$ cat src/rtl/act_requant_stage.sv
// Activation/requantization stage after the systolic drain: bias add, activation,
// int8 requantization with saturation, two-stage valid/ready pipeline, row counter.

module act_requant_lane #(
    parameter int PSUM_W = 16,
    parameter int OUT_W  = 8,
    parameter int SHIFT  = 2
) (
    input  logic signed [PSUM_W:0]  sum_i,
    input  logic        [1:0]       mode_i,
    output logic        [OUT_W-1:0] q_o,
    output logic                    sat_o
);
    localparam logic signed [PSUM_W:0] QMAX = {{(PSUM_W+2-OUT_W){1'b0}}, {(OUT_W-1){1'b1}}};
    localparam logic signed [PSUM_W:0] QMIN = {{(PSUM_W+2-OUT_W){1'b1}}, {(OUT_W-1){1'b0}}};

    logic signed [PSUM_W:0] a;
    logic signed [PSUM_W:0] q;

    // Mode 11 falls through as identity.
    always_comb begin
        a = sum_i;
        if (sum_i[PSUM_W]) begin
            if (mode_i == 2'b01)      a = '0;
            else if (mode_i == 2'b10) a = sum_i >>> 3;
        end
        q     = a >>> SHIFT;
        q_o   = q[OUT_W-1:0];
        sat_o = 1'b0;
        if (q > QMAX) begin
            q_o   = QMAX[OUT_W-1:0];
            sat_o = 1'b1;
        end else if (q < QMIN) begin
            q_o   = QMIN[OUT_W-1:0];
            sat_o = 1'b1;
        end
    end
endmodule

module act_requant_stage #(
    parameter int LANES  = 8,
    parameter int PSUM_W = 16,
    parameter int OUT_W  = 8,
    parameter int SHIFT  = 2,
    parameter int ROWS   = 8
) (
    input  logic                      clk,
    input  logic                      rst,
    input  logic                      clear,
    input  logic                      psum_valid,
    output logic                      psum_ready,
    input  logic [LANES*PSUM_W-1:0]   psum_in,
    input  logic [LANES*OUT_W-1:0]    bias_vec,
    input  logic [1:0]                activation_mode,
    output logic                      act_valid,
    input  logic                      act_ready,
    output logic [LANES*OUT_W-1:0]    activations,
    output logic                      row_done,
    output logic                      sat_flag,
    output logic                      mode_err
);
    localparam int CW = $clog2(ROWS + 1);

    // vld_q[0]: stage 1 holds a beat, vld_q[1]: stage 2 holds a word
    logic [1:0]                        vld_q;
    logic                              adv2, in_xfer, out_xfer, enter2;
    logic [LANES-1:0][PSUM_W:0]        sum_d, sum_q;
    logic [1:0]                        mode_q;
    logic [LANES-1:0][OUT_W-1:0]       q_w, act_q;
    logic [LANES-1:0]                  sat_w;
    logic [CW-1:0]                     cnt_q;
    logic                              row_done_q, sat_q, mode_err_q;

    assign adv2       = !vld_q[1] || act_ready;
    assign psum_ready = !rst && (!vld_q[0] || adv2);
    assign in_xfer    = psum_valid && psum_ready;
    assign out_xfer   = vld_q[1] && act_ready;
    assign enter2     = vld_q[0] && adv2;

    genvar g;
    generate
        for (g = 0; g < LANES; g++) begin : g_lane
            // Both operands sign-extended to PSUM_W+1, so the sum cannot overflow.
            assign sum_d[g] = {psum_in[g*PSUM_W + PSUM_W-1], psum_in[g*PSUM_W +: PSUM_W]}
                            + {{(PSUM_W+1-OUT_W){bias_vec[g*OUT_W + OUT_W-1]}},
                               bias_vec[g*OUT_W +: OUT_W]};

            act_requant_lane #(.PSUM_W(PSUM_W), .OUT_W(OUT_W), .SHIFT(SHIFT)) u_lane (
                .sum_i  (sum_q[g]),
                .mode_i (mode_q),
                .q_o    (q_w[g]),
                .sat_o  (sat_w[g])
            );
        end
    endgenerate

    always_ff @(posedge clk) begin
        if (rst) begin
            vld_q      <= '0;
            sum_q      <= '0;
            mode_q     <= '0;
            act_q      <= '0;
            cnt_q      <= '0;
            row_done_q <= 1'b0;
            sat_q      <= 1'b0;
            mode_err_q <= 1'b0;
        end else begin
            mode_err_q <= in_xfer && (activation_mode == 2'b11);
            if (in_xfer) begin
                sum_q  <= sum_d;
                mode_q <= activation_mode;
            end
            vld_q[0] <= in_xfer || (vld_q[0] && !adv2);
            if (adv2) vld_q[1] <= vld_q[0];
            if (enter2) act_q <= q_w;
            // Saturation of a beat entering stage 2 wins over a coincident clear.
            sat_q <= (sat_q && !clear) || (enter2 && |sat_w);
            row_done_q <= 1'b0;
            if (clear) begin
                cnt_q <= '0;
            end else if (out_xfer) begin
                if (cnt_q == CW'(ROWS - 1)) begin
                    cnt_q      <= '0;
                    row_done_q <= 1'b1;
                end else begin
                    cnt_q <= cnt_q + CW'(1);
                end
            end
        end
    end

    assign act_valid   = vld_q[1];
    assign activations = act_q;
    assign row_done    = row_done_q;
    assign sat_flag    = sat_q;
    assign mode_err    = mode_err_q;
endmodule

$ cat config.mk
export PLATFORM = sky130hd
export DESIGN_NAME = act_requant_stage
export DESIGN_NICKNAME = d
export VERILOG_FILES = /design/src/rtl/act_requant_stage.sv
export SDC_FILE = /design/constraint.sdc
export NUM_CORES = 1
export LEC_CHECK = 0
export ABC_CLOCK_PERIOD_IN_PS = 3600
export CORE_MARGIN = 5
export CORE_UTILIZATION = 52
export CTS_BUF_LIST = sky130_fd_sc_hd__clkbuf_8 sky130_fd_sc_hd__clkbuf_16
export CTS_CLUSTER_DIAMETER = 50
export DETAILED_ROUTE_END_ITERATION = 8
export GPL_ROUTABILITY_DRIVEN = 0
export PLACE_DENSITY_LB_ADDON = 0.2
export SYNTH_ARGS = -nofsm -noshare
export SYNTH_HDL_FRONTEND = slang
export SYNTH_SLANG_ARGS = --single-unit
$ cat constraint.sdc
create_clock -name clk -period 3.6 [get_ports clk]
set_input_delay 0.9 -clock clk [delete_from_list [all_inputs] [get_ports clk]]
set_output_delay 0.9 -clock clk [all_outputs]
set_load 0.02 [all_outputs]
# Word-level counts from Yosys, hierarchy flattened
# Index checks and enable logic that the tools add are counted.
# word_totals
regBits	211
elab_cells	131
# classes
n_eq_ne	4
n_addsub	9
magnitude_cmp	16
muxes	58
n_reduce_logical	20
bitwise_logic	1
# ops
cell	n
$mux 17	16
$add 16x8->17	8
$mux 16	8
$mux 8	16
$gt 15x8->1 const B	8
$lt 15x8->1 const B	8
$mux 1	17
$logic_and 1x1->1	8
$reduce_or 8->1	1
$logic_not 1->1	5
$add 4x1->4 const B	1
$eq 2x2->1 const B	2
$eq 4x3->1 const B	1
$logic_or 1x1->1	4
$mux 4	1
$reduce_or 3->1	1
$eq 2x1->1 const B	1
$reduce_or 2->1	1
$not 1->1	1

# Logic depth before layout (Yosys ltp)
# Gate-level depths: netlist (run 1).
# logic_depth
depth_word	10
depth_mapped	9
depth_no_buf	9

# Cells and area by module
# A second synthesis (run 1) with hierarchy kept.
# unflattened
hier_cells	2041
hier_area_um2	15966.6
# by_module_without_submodules
module	seq_area_each_um2	area_per_inst_um2	cells_per_inst	instances
act_requant_stage	4224.1	12813.5	1561	1
act_requant_lane	0.0	394.1	60	8

# Least setup slack after synthesis (run 1)
# Ideal clock, no wire load.
# synth_timing
path_kind	input-to-reg
from	in psum_in[71]
to	reg sum_q[81] in the netlist's numbering
t_arrival_ns	2.770
setup_time_ns	0.117
required_time_ns	3.483
slack_ns	0.713
path_stages	9
path_cell_list	ha_1 > a21o_1 > a21o_1 > a21o_1 > a221o_1 > a21o_1 > a211oi_1 > nor3_1 > a22o_1
# synth_via
elab_chain_cells	1
# synth_rtl
element	line_no	source
start, declared	52	input logic [LANES*PSUM_W-1:0] psum_in,
$add 16x8->17	85	+ {{(PSUM_W+1-OUT_W){bias_vec[g*OUT_W + OUT_W-1]}},
end signal, assigned	110	sum_q <= sum_d;
end, declared	67	logic [LANES-1:0][PSUM_W:0] sum_d, sum_q;
# Every way passes these cells.
# A chain may end at the register's enable or synchronous reset.

# Final worst setup path (run 1)
# layout_timing
from	in act_ready
to	out psum_ready
# layout_via
elab_chain_cells	3
# layout_rtl
element	line_no	source
start, declared	56	input logic act_ready,
$logic_or 1x1->1	74	assign adv2 = !vld_q[1] || act_ready;
$logic_or 1x1->1	75	assign psum_ready = !rst && (!vld_q[0] || adv2);
$logic_and 1x1->1	75	
end, declared	51	output logic psum_ready,
# Every way passes these cells.

==> results of run 1 <==
[cell usage after synthesis (12+ instances only)]
library cell,instances
a21o_1,23
a21oi_1,153
a22o_1,108
a22oi_1,35
a31o_2,12
a31oi_1,26
and3_1,12
buf_1,14
buf_2,12
clkbuf_1,52
dfxtp_1,195
ha_1,121
inv_1,26
nand2_1,100
nand3_1,100
nand4_1,14
nor2_1,67
nor2b_1,20
nor3_1,16
o211a_1,23
o21ai_0,175
xnor2_1,58
xor2_1,32
[layer usage]
metal	vias up	GRT usage	routed length, um
li1	6287	-	-
met1	5784	0.329	16000
met2	385	0.396	16300
met3	43	0.0372	2010
met4	0	0.0679	731
met5	-	0	0
[logic make-up after synthesis]
| logic type | count (synthesis) |
|---|---|
| AO/OA/AOI/OAI | 644 |
| AND/OR/NAND/NOR | 371 |
| flip-flops | 195 |
| adder cells (fa/ha/maj) | 121 |
| buffers and inverters | 109 |
| XOR/XNOR | 90 |
| multiplexers | 2 |
[sequential cells by signal, summed over array words and instances (netlist names)]
signal	cells
sat_flag	1
activations	64
row_done	1
mode_q	2
mode_err	1
vld_q	2
cnt_q	4
sum_q	120
[final cells by class]
type | instances | area (um^2)
Multi-Input combinational cell | 1228 | 8470
Fill cell | 2068 | 7830
Sequential cell | 195 | 3910
Timing Repair Buffer | 303 | 2980
Clock buffer | 19 | 453
Tap cell | 324 | 405
Clock inverter | 12 | 113
Inverter | 26 | 100
[report_power, final]
group	internal, mW	switching, mW	leakage, nW
logic	0.975	1.03	4.75
registers	2.39	0.222	1.61
clock network	0.948	0.882	0.275
total	4.32	2.13	6.64
[worst register-to-register path: stages, from the launching register on]
cell      delay, ps
dfxtp_2         390
buf_4           240
nor2b_1         560
a22o_1          230
a22o_1          160
nand2_1          60
o311ai_2        600
and4b_1         290
a31oi_1          80
[stage by stage]
step                instance area [um^2]  hold WS (ps)  utilization
global placement                   15900           442        0.654
floorplan                          12800           433            -
CTS                                16400           459        0.677
global route                       16400           474        0.677
finish                             16400           456        0.677
detailed placement                 15900           449        0.654
[how the worst max path moves through the flow]
| stage | slack (ps) | cells past startpoint | end |
|---|---|---|---|
| 2_1_floorplan | 710 | 9 | sum_q[81] |
| 3_3_place_gp | 190 | 10 | sum_q[135] |
| 3_5_place_dp | 120 | 10 | sum_q[135] |
| 4_1_cts | 210 | 4 | psum_ready |
| 5_1_grt | 160 | 4 | psum_ready |
| 6_report | 220 | 4 | psum_ready |
[cell usage in the layout, fill, tap and decap left out, drive strengths merged, types with 9 or more instances in the layout]
cell type and count:
a21o 23, a21oi 157, a22o 108, a22oi 35, a31o 12, a31oi 28
and3 12, buf 36, clkbuf 19, clkdlybuf4s50 267, dfxtp 195, ha 121
inv 34, nand2 103, nand2b 10, nand3 100, nand4 14, nor2 67
nor2b 20, nor3 16, o211a 23, o21a 11, o21ai 182, o21bai 9
o31ai 10, xnor2 58, xor2 32
==> impl_metrics.yaml, run 1 <==
status:
  status: "finished, final reports clean"
grt:
  overflow: 0
  antenna_found_initial: 0
  grt_max_degree: 59
  first_global_vias: 11600
  grtUsageTotal: 0.241
  grt_pass1_wl_mm: 57.2
critical_path:
  crit_chain: "clkdlybuf4s50_1, nor2b_1, a21oi_1, clkdlybuf4s50_1"
  cp-start-kind: "primary input"
  cpMaxStageDelayCell: "clkdlybuf4s50_1"
  path_class: "primary input to primary output"
  critPathMostFrequentCell: "clkdlybuf4s50_1"
  cp_max_fo: 5
  startpoint: "act_ready"
  required_ps: 2700
  crit_arrival_ps: 2480
  critPathBufInv: 2
  cpPeakStageDelay_ps: 570
  regToRegEndpoint: "sat_flag"
  rrSetupSlack_ps: 870
  r2r-start: "mode_q[0]"
  path_delay_family: "buffers and inverters"
  reg2regPathDepth: 8
  end_kind: "primary output"
cells_and_area:
  finalNetCount: 2091
  diodes: 0
  synthToLayoutAreaGrowth_pct: 28.3
  stdcell_count: 2107
  drive_above_1_share: 0.0589
logic_synthesis:
  synth_xor_area_frac: 0.0616
  synthSimpleGateAreaFrac: 0.139
  synthTopCellsByArea: "dfxtp_1 (31%), ha_1 (12%), a22o_1 (7.4%)"
  synth_area_leader_cell: "dfxtp_1"
  ys_types: 66
  synth_mux_area_frac: 0.00156
  async_flop_share: 0
  synth_edf_count: 0
  synth_cells: 1532
  ys_ff_latch: 195
  synth_compound_area_frac: 0.339
  ys_warn_count: 0
  synth.top_cell.area_share: 0.305
  synth_top_family_by_area: "compound AO/OA/AOI/OAI gates"
  yosysSeqAreaShare: 0.305
  synth_area_um2: 12800
  ys.flop_type: "dfxtp_1"
  synth_fp_nets: 1852
  synthAdderAreaFrac: 0.118
  syn_area_per_cell_um2: 8.35
power_and_ir_drop:
  powerDensity_nw_per_um2: 393
  power_mw: 6.45
  leakage_nw: 6.64
  ir_drop_mv: 0.254
die:
  start_util: 0.528
  num_rows: 57
  core-area_um2: 24200
  ios: 268
  die-area_um2: 27800
  die_h_um: 167
  dieWidth_um: 167
cts:
  clock-root-buffer: "clkbuf_16"
  cts_resized: 0
  clock_latency_ps: 430
  cts_buffers: 17
  cts.clk_slew.worst_paths_ps: 70
  htreeDepth: 4
  cts_sinks: 195
  cts.path.max_buffers: 2
  cts_tree: "done"
  cts_setup_buffers: 0
  cts_hold_buf: 0
detailed_routing:
  drcViolationCount: 0
  drt_iter0_markers: 920
  vias: 12500
  drtAntennaViolNets: 0
  dr.pass1.iters: 5
  via_per_inst: 5.93
  wirelength_mm: 35.1
  wl_per_cell_um: 16.6
place:
  hpwl_mm: 26.8
  port_buffers: 267
  dp_worst_setup_slack_ps: 123
  dp_cells: 2076
sta:
  period_needed_ps: 3380
  drv_slew: 0
  setup_viol: 0
  relSlewSlack: 0.427
  fin_crit_sh: 0.939
  timing.final.ws_setup_ps: 220
  rsz0062_at_grt: "false"
  hold_violations: 0
  timing.fmax_mhz: 296
  finClkSkew_ps: 9.63
  tightest_slew_ps: 856
  tns_ps: 0
min_path:
  hold_start: "activations[23]"
  holdPathStages: 2
  min_to: "activations[23]"
  hold_class: "register to register"
run:
  cap_violations: 0
Note: power is estimated with default switching activity, not from simulation.
==> run 2: changes to the inputs <==
- CTS_CLUSTER_DIAMETER: 50 -> 200
- GPL_ROUTABILITY_DRIVEN: 0 -> 1
==> results of run 2 <==
No change in the layout: final DEF, timing and power equal those of run 1.
